File: config.mk
export PLATFORM = sky130hd
export DESIGN_NAME = axis_pattern_checker_lane
export DESIGN_NICKNAME = d
export VERILOG_FILES = /design/src/rtl/axis_pattern_checker.sv
export SDC_FILE = /design/constraint.sdc
export NUM_CORES = 1
export LEC_CHECK = 0
export BUFFER_PORTS_ARGS = -buffer_cell sky130_fd_sc_hd__buf_2
export CORE_AREA = 3 3 40 42
export DETAILED_ROUTE_END_ITERATION = 10
export DIE_AREA = 0 0 43 45
export GPL_TIMING_DRIVEN = 0
export PLACE_DENSITY = 0.3
export SYNTH_ARGS = -nofsm -noshare
export SYNTH_HDL_FRONTEND = slang
export SYNTH_SLANG_ARGS = --single-unit
File: constraint.sdc
create_clock -name vclk -period 1.5
set_input_delay 0.15 -clock vclk [all_inputs]
set_output_delay 0.15 -clock vclk [all_outputs]
set_load 0.01 [all_outputs]
File: src/rtl/axis_pattern_checker.sv
// axis_pattern_checker
//   Receive-side checker on an AXI-Stream (no tready). Every beat is compared
//   against a deterministic per-packet byte pattern. The pattern byte for lane L
//   is (pkt_idx + byte_off + L) mod 256. The checker also validates tkeep
//   framing and counts packets, bytes and errored packets. A single pass/fail
//   verdict is issued after NUM_PKTS packets, or after an idle timeout once the
//   sender reports done.
//
//   Pipeline:
//     S1 registers the beat together with its pattern base.
//     S2 registers beat_err, built from the per-lane compares and the keep check.
//     S3 registers the popcount of tkeep.
//     The counters are updated from S3, 3 cycles after the beat is sampled.
//
//   Ports:
//     rx_clk, rst            bus clock; synchronous active-high reset
//     s_axis_t{data,keep,last,valid}  input stream, byte 0 at tdata[7:0]
//     remote_send_done       level, sender finished
//     pkt_cnt, err_cnt       32-bit saturating packet / errored-packet counts
//     byte_cnt               48-bit wrapping valid-byte count
//     check_result(_valid)   verdict, sticky until rst
//
//   Optional: define AXIS_CHECKER_ERR_CAPTURE_EN to add the first_err_pkt,
//   first_err_beat and first_err_valid outputs. These capture where the first
//   error occurred.

module axis_pattern_checker_lane (
  input  logic [7:0] data,
  input  logic [7:0] exp_byte,
  input  logic       keep,
  output logic       mis
);
  assign mis = keep && (data != exp_byte);
endmodule


Word level (Yosys, flattened, before mapping)
Cells that the tools add are included.
{"block": "classes", "reduce_logical": 1, "n_mul": 0, "bitwise_logic": 0, "shift": 0, "muxes": 0, "div_mod_pow": 0, "eq_ne": 1, "add_sub_neg": 0, "n_lt_le_gt_ge": 0}
{"operator": "$ne 8x8->1", "count": 1}
{"operator": "$logic_and 1x1->1", "count": 1}
{"block": "word_totals", "mem_count": 0, "romBits": 0, "ff_bits": 0, "mem_bits_rw": 0, "in_bits": 17, "latch_bits": 0}

Depth between registers and ports, before layout
Gate-level depths: netlist of run 1.
{"block": "depth", "depth_word": 2, "depth_mapped": 3, "depth_no_buf": 3}

Worst setup path before layout of run 1
No wires, ideal clock.
{"block": "synth_path", "kind": "input-to-output", "from": "input exp_byte[6]", "to": "output mis", "n_path_buf": 0, "arrival_ns": 0.672, "stages": 3, "path_slack_ns": 0.678, "cell_sequence": "xor2_1 nor4_1 a21boi_1"}
{"block": "synth_via", "elab_chain_cells": 2}
{"element": "start, declared", "line_no": "29", "source": "input logic [7:0] exp_byte,"}
{"element": "$ne 8x8->1", "line_no": "33", "source": "assign mis = keep && (data != exp_byte);"}
{"element": "$logic_and 1x1->1", "line_no": "33"}
{"element": "end, declared", "line_no": "31", "source": "output logic mis"}
No other way between the ends.

Worst setup path in the final report of run 1
{"block": "layout_path", "from": "input exp_byte[1]", "to": "output mis"}
Same word-level chain as after synthesis.

==> results of run 1 <==
-- through the flow --
step	worst slack (ns)	instance area [µm²]	util [%]	std cells	hold WS (ns)
3_5_place_dp	0.4130	198.9	15.48	44	0.6376
2_1_floorplan	0.6785	90.09	-	11	0.4351
3_3_place_gp	0.3996	198.9	15.48	44	0.6398
6_report	0.4267	198.9	15.48	44	0.6368
4_1_cts	0.4107	198.9	15.48	44	0.6379
5_1_grt	0.3360	198.9	15.48	44	0.6582
-- per-layer routing --
layer	up-vias	global-route usage, %
li1	74	-
met1	56	4.286
met2	17	8.084
met3	0	0.7968
met4	0	0
met5	-	0
-- cell families (layout without fill, tap and decap cells) --
kind of cell,count (synthesis),in the layout
AOI/OAI and AO/OA,1,1
buffers and inverters,0,18
and+or+nand+nor,2,2
xor gates and xnor gates,8,8
-- power breakdown --
part	internal (mW)	switching [mW]	total (mW)	leakage, nW
Sequential	0	0	0	0
Combinational	0.0270	0.0182	0.0452	0.109
Clock	0	0	0	0
Total	0.0270	0.0182	0.0452	0.109
-- synthesized netlist by cell type, drive strengths merged --
cell type	count
a21boi	1
xor2	8
nor4	2
-- worst min-delay path by stage --
stage               endpoint  from
floorplan                mis  keep
global placement         mis  keep
detailed placement       mis  keep
CTS                      mis  keep
global route             mis  keep
finish                   mis  keep
-- worst max-delay path: stages --
cell      delay, ns
buf_2          0.10
xor2_1         0.15
nor4_1         0.28
a21boi_1       0.10
buf_2          0.15
-- layout make-up --
cell class | count | area share [%]
Timing Repair Buffer | 18 | 45.28
Tap cell | 15 | 9.434
Multi-Input combinational cell | 11 | 45.28
==> impl_metrics.tcl, run 1 <==
set metrics [dict create \
    status "finished clean" \
    multiInputGateArea_um2 90.09 \
    grt_first_pass_wirelength_um 614 \
    cp.required_ns 1.35 \
    drtAntennaViolNets 0 \
    seq_area_um2 0 \
    die_w_um 43 \
    setup.worst_path.end "mis" \
    seq_cell_count 0 \
    post_drt_wl_per_cell_um 7.773 \
    synthesis.area_um2 90.09 \
    synth_xor_area_share_pct 77.78 \
    finalSetupViolCount 0 \
    grtUsageTotal_pct 3.897 \
    fin_crit_ns 1.073 \
    dr.pass1.iters 1 \
    diodes 0 \
    first_global_vias 184 \
    synth_top_area_share_pct 77.78 \
    synth_area_leaders "xor2_1, nor4_1, a21boi_1" \
    synth_largest_area_cell "xor2_1" \
    dr_total_vias 147 \
    min_period_over_period_pct 71.55 \
    hold_class "in2out" \
    syn-num-nets 28 \
    drc 0 \
    yosys_warnings 0 \
    fmax_ghz 0.9317 \
    coreArea_um2 1285 \
    antenna_found_initial 0 \
    finalPower_mw 0.04519 \
    synth_compound_area_share_pct 8.333 \
    ys_seq_area_share_pct 0 \
    grt.overflow.total 0 \
    max_cap_violations 0 \
    final_common_cell "buf_2" \
    slew_violations 0 \
    crit_path_end_kind "output pin" \
    hold_buffers 0 \
    synth-simple-area-share_pct 13.89 \
    synthAdderAreaFrac_pct 0 \
    synth.area.mux_share_pct 0 \
    grt_max_degree 2 \
    ctsResizeCount 0 \
    syn_area_per_cell_um2 8.190 \
    place_congestion 0.6337 \
    drive_above_1_share_pct 62.07 \
    met3_length_um 80 \
    wirelength_met1_um 95 \
    arrival_ns 0.92 \
    final_nets 48 \
    pin_count 18 \
    peakVddDrop_uv 43.69 \
    drt-total-wl_um 342 \
    n_fill_cell 154 \
    die_h_um 45 \
    via_per_inst 3.341 \
    slew_headroom_pct 83.83 \
    whs_path_depth 3 \
    worstMarginPinSlew_ns 0.2404 \
    rows 13 \
    dieArea_um2 1935 \
    postSynthCellCount 11 \
    finalSetupTns_ns 0 \
    startpoint_type "input pin" \
    dr_wl_met2_um 167 \
    synth_cell_types 3 \
    p_leak_nw 0.1091 \
    final_cell_mix "buf_2, xor2_1, nor4_1" \
    drtIter0Drc 0 \
    critPathKind "in2out" \
    power_density_nw_per_um2 227.2 \
    startpoint "exp_byte[1]" \
    rsz0062_at_grt "false" \
    synth_top_family_by_area "XOR/XNOR gates" \
    nClkBuffers 0 \
    syn_to_final_growth_pct 120.8 \
    cp_max_fo 1 \
    highest_layer "met3" \
    cts_post_setup_buffers_inserted 0 \
    portBuffers 18 \
    start_util_pct 7.011 \
    hold_viol 0 \
]
No activity file was read; power rests on OpenSTA's default activity.
==> inputs of run 2 (changes only) <==
--- a/config.mk
+++ b/config.mk
@@ -10,7 +10,7 @@
 export DETAILED_ROUTE_END_ITERATION = 10
 export DIE_AREA = 0 0 43 45
 export GPL_TIMING_DRIVEN = 0
-export PLACE_DENSITY = 0.3
+export PLACE_DENSITY = 0.31
 export SYNTH_ARGS = -nofsm -noshare
 export SYNTH_HDL_FRONTEND = slang
 export SYNTH_SLANG_ARGS = --single-unit
==> constraint.sdc (replaced) <==
create_clock -name vclk -period 0.9
set_input_delay 0.09 -clock vclk [all_inputs]
set_output_delay 0.09 -clock vclk [all_outputs]
set_load 0.01 [all_outputs]
==> run 2 against run 1 <==
Effect of this change: the flow now finishes with violations (negative setup slack); sequential share of layout area did not move; cell area rose by 19%; wire length is 2.9% lower; flip-flop and latch count unchanged; non-clock buffer count did not move; core utilization up 2.9 points; total power rose by 100%; highest routed layer unchanged.
==> impl_metrics.tcl, run 2 (same netlist as run 1, synthesis figures left out) <==
set metrics [dict create \
    grt.overflow.total 0 \
    critPathKind "in2out" \
    status "finished, violations left" \
    cp.required_ns 0.81 \
    slew_headroom_pct 84.79 \
    fmax_ghz 1.075 \
    hold_buffers 0 \
    slew_violations 0 \
    crit_path_end_kind "output pin" \
    seq_area_um2 0 \
    portBuffers 18 \
    grt_first_pass_wirelength_um 565 \
    post_drt_wl_per_cell_um 7.545 \
    antenna_found_initial 0 \
    drt-total-wl_um 332 \
    holdPathEnd "mis" \
    drc 0 \
    violations "negative setup slack" \
    rsz0062_at_grt "true" \
    fin_crit_ns 0.9302 \
    final_nets 48 \
    dp_cells 44 \
    fin_cells 44 \
    arrival_ns 0.84 \
    place_congestion 0.6409 \
    dieArea_um2 1935 \
    coreArea_um2 1285 \
    syn_to_final_growth_pct 162.5 \
    grtUsageTotal_pct 3.731 \
    dr_total_vias 153 \
    final_area_um2 236.5 \
    die_h_um 45 \
    first_global_vias 159 \
    dr.pass1.iters 1 \
    dr_wl_met2_um 189 \
    pin_count 18 \
    rows 13 \
    die_w_um 43 \
    seq_cell_count 0 \
    drive_above_1_share_pct 65.52 \
    peakVddDrop_uv 88.72 \
    hold_viol 0 \
    cp_max_fo 1 \
    placed_cell_area_um2 198.9 \
    fin_ws_ns -0.03024 \
    start_util_pct 7.011 \
    diodes 0 \
    min_period_over_period_pct 103.4 \
    n_fill_cell 136 \
    drtAntennaViolNets 0 \
    startpoint_type "input pin" \
    worstMarginPinSlew_ns 0.2260 \
    final_cell_mix "buf_2, xor2_1, buf_6" \
    hp-start "keep" \
    grt_max_degree 2 \
    drtIter0Drc 0 \
    finalSetupViolCount 1 \
    wirelength_met1_um 80 \
    power_density_nw_per_um2 386.7 \
    p_leak_nw 0.1201 \
    via_per_inst 3.477 \
    highest_layer "met3" \
    nClkBuffers 0 \
    hold_class "in2out" \
    max_cap_violations 0 \
    final_common_cell "buf_2" \
    whs_path_depth 3 \
    met3_length_um 62 \
]
[run 2: power by group]
| part | total, mW | switching (mW) | internal, mW |
|---|---|---|---|
| clock network | 0 | 0 | 0 |
| registers | 0 | 0 | 0 |
| logic | 0.0914 | 0.0322 | 0.0592 |
| total | 0.0914 | 0.0322 | 0.0592 |
[run 2: layout make-up]
type               instances  area, µm²  area share [%]
repair buffers            18      121.4           51.32
multi-input cells         11      96.34           40.74
well taps                 15      18.77           7.937
[run 2: repair_timing]
item,CTS,global route
endpoints found under the setup margin,1,1
gates resized for setup,3,3
buffers inserted,0,0
pin swaps,5,2
[run 2: worst max path at each step]
| stage | from | end | slack [ns] | cells after the start |
|---|---|---|---|---|
| 3_3_place_gp | exp_byte[1] | mis | -0.08 | 5 |
| 3_5_place_dp | exp_byte[6] | mis | -0.07 | 5 |
| 2_1_floorplan | exp_byte[6] | mis | 0.20 | 3 |
| 6_report | exp_byte[4] | mis | -0.03 | 5 |
| 5_1_grt | exp_byte[1] | mis | -0.09 | 5 |
| 4_1_cts | data[2] | mis | -0.06 | 5 |
[run 2: worst max-delay path: stages]
cell and delay [ns]:
buf_2 0.10, xor2_1 0.15, nor4_1 0.26, a21boi_1 0.09
buf_2 0.15
[run 2: through the flow]
stage	hold WS, ns	util (%)	worst slack (ns)	setup TNS [ns]	total power [mW]
after global routing	0.5385	18.40	-0.09241	-0.09241	0.1014
final	0.5180	18.40	-0.03024	-0.03024	0.09145
after CTS	0.5211	16.94	-0.05815	-0.05815	0.08361
after detailed placement	0.5209	15.48	-0.07235	-0.07235	0.07566
after global placement	0.5197	15.48	-0.07633	-0.07633	0.07480
after floorplan	0.3151	-	0.1985	0	0.02842
[run 2: layer usage]
layer | GRT usage [%] | up-vias
met1 | 3.333 | 62
met3 | 0.7968 | 0
met2 | 8.683 | 17
li1 | - | 74
met4 | 0 | 0
met5 | 0 | -
==> inputs of run 3 (changes only) <==
--- a/config.mk
+++ b/config.mk
@@ -6,11 +6,13 @@
 export NUM_CORES = 1
 export LEC_CHECK = 0
 export BUFFER_PORTS_ARGS = -buffer_cell sky130_fd_sc_hd__buf_2
+export CELL_PAD_IN_SITES_DETAIL_PLACEMENT = 2
+export CELL_PAD_IN_SITES_GLOBAL_PLACEMENT = 2
 export CORE_AREA = 3 3 40 42
 export DETAILED_ROUTE_END_ITERATION = 10
 export DIE_AREA = 0 0 43 45
 export GPL_TIMING_DRIVEN = 0
-export PLACE_DENSITY = 0.31
+export PLACE_DENSITY = 0.61
 export SYNTH_ARGS = -nofsm -noshare
 export SYNTH_HDL_FRONTEND = slang
 export SYNTH_SLANG_ARGS = --single-unit
==> constraint.sdc (replaced) <==
create_clock -name vclk -period 1
set_input_delay 0.1 -clock vclk [all_inputs]
set_output_delay 0.1 -clock vclk [all_outputs]
set_load 0.01 [all_outputs]
==> run 3 against run 2 <==
Effect of this change: worst setup slack improved by 0.063 ns; critical path depth unchanged; cell area down 2.6%; combinational power decreased by 11%; count of clock-buffer cells in the layout unchanged; total power decreased by 11%; via count rose by 4.6%; wire length is 30% higher; global-route usage up 0.83 points; non-clock buffer count unchanged; the flow now finishes without violations.
==> impl_metrics.tcl, run 3 (same netlist as run 1, synthesis figures left out) <==
set metrics [dict create \
    drc 0 \
    min_period_over_period_pct 96.68 \
    coreArea_um2 1285 \
    crit_path_end_kind "output pin" \
    drtAntennaViolNets 0 \
    fin_crit_ns 0.9668 \
    placed_cell_area_um2 198.9 \
    dr_total_vias 160 \
    cp.required_ns 0.90 \
    die_h_um 45 \
    p_clk_share_pct 0 \
    holdPathEnd "mis" \
    n_fill_cell 152 \
    first_global_vias 183 \
    fmax_ghz 1.034 \
    place_congestion 0.6416 \
    startpoint_type "input pin" \
    slew_violations 0 \
    grt_max_degree 2 \
    via_per_inst 3.636 \
    final_area_um2 230.2 \
    seq_area_um2 0 \
    hold_viol 0 \
    seq_cell_count 0 \
    final_nets 48 \
    whs_path_depth 3 \
    drive_above_1_share_pct 65.52 \
    grt_first_pass_wirelength_um 696 \
    pin_count 18 \
    start_util_pct 7.011 \
    critPathKind "in2out" \
    dieArea_um2 1935 \
    syn_to_final_growth_pct 155.6 \
    power_density_nw_per_um2 355.3 \
    slew_headroom_pct 84.53 \
    peakVddDrop_uv 73.08 \
    hold_class "in2out" \
    rsz0062_at_grt "true" \
    p_seq_share_pct 0 \
    swShare_pct 37.66 \
    drt-total-wl_um 430 \
    comb_power_share_pct 100.0 \
    cp_max_fo 1 \
    final_common_cell "buf_2" \
    cts_post_setup_buffers_inserted 0 \
    arrival_ns 0.87 \
    finalSetupViolCount 0 \
    max_cap_violations 0 \
    grt.overflow.total 0 \
    rows 13 \
    final_cell_mix "buf_2, xor2_1, buf_6" \
    worstMarginPinSlew_ns 0.2299 \
    hold_buffers 0 \
    utilization_pct 17.92 \
    switching_power_mw 0.03080 \
    nClkBuffers 0 \
    power.internal_mw 0.05099 \
    portBuffers 18 \
    diodes 0 \
    die_w_um 43 \
    antenna_found_initial 0 \
    drtIter0Drc 0 \
    grtUsageTotal_pct 4.561 \
    hp-start "keep" \
    status "finished clean" \
    p_leak_nw 0.1180 \
    dr.pass1.iters 1 \
    post_drt_wl_per_cell_um 9.773 \
]
-- run 3: cell counts in the layout (fill, tap and decap cells not counted) --
Identical to the previous run, type by type.
-- run 3: metal layers --
metal / GRT usage (%) / up-vias / wire (µm)
met5: 0 / - / 0
met4: 0 / 0 / 0
met3: 1.195 / 0 / 109
met2: 10.18 / 16 / 238
met1: 4.286 / 70 / 82
li1: - / 74 / -
-- run 3: layout make-up --
class | instances | area, µm² | area share, %
well taps | 15 | 18.77 | 8.152
multi-input cells | 11 | 96.34 | 41.85
repair buffers | 18 | 115.1 | 50.00
-- run 3: how the worst max path moves through the flow --
stage / start / endpoint / slack, ns / cells after the start
3_5_place_dp: exp_byte[6] / mis / -0.04 / 5
2_1_floorplan: exp_byte[6] / mis / 0.28 / 3
3_3_place_gp: exp_byte[6] / mis / -0.02 / 5
6_report: data[2] / mis / 0.03 / 5
4_1_cts: data[0] / mis / -0.04 / 5
5_1_grt: data[6] / mis / -0.04 / 5
-- run 3: repair_timing --
| item | in CTS | in global routing |
|---|---|---|
| endpoints found under the hold margin | 0 | 0 |
| resized for setup | 2 | 3 |
| pin swaps | 3 | 4 |
| setup endpoints to repair | 1 | 1 |
| cloned | 0 | 0 |
-- run 3: through the flow --
| step | power [mW] | hold WS, ns | instances | setup WS [ns] | TNS, ns |
|---|---|---|---|---|---|
| 4_1_cts | 0.07588 | 0.5446 | 44 | -0.03599 | -0.03599 |
| 2_1_floorplan | 0.02558 | 0.3351 | 11 | 0.2785 | 0 |
| 3_5_place_dp | 0.07070 | 0.5430 | 44 | -0.03907 | -0.03907 |
| 6_report | 0.08179 | 0.5420 | 44 | 0.03319 | 0 |
| 5_1_grt | 0.09104 | 0.5595 | 44 | -0.03713 | -0.03713 |
| 3_3_place_gp | 0.06803 | 0.5384 | 44 | -0.01892 | -0.01892 |
-- run 3: critical path, cell delays in order --
cell and delay, ns:
buf_6 0.09, xor2_1 0.15, nor4_1 0.28, a21boi_1 0.10
buf_2 0.15
-- run 3: power groups by stage --
stage / Clock, mW / Sequential, mW / Combinational [mW]
2_1_floorplan: 0 / 0 / 0.0256
3_3_place_gp: 0 / 0 / 0.0680
3_5_place_dp: 0 / 0 / 0.0707
4_1_cts: 0 / 0 / 0.0759
5_1_grt: 0 / 0 / 0.0910
6_report: 0 / 0 / 0.0818
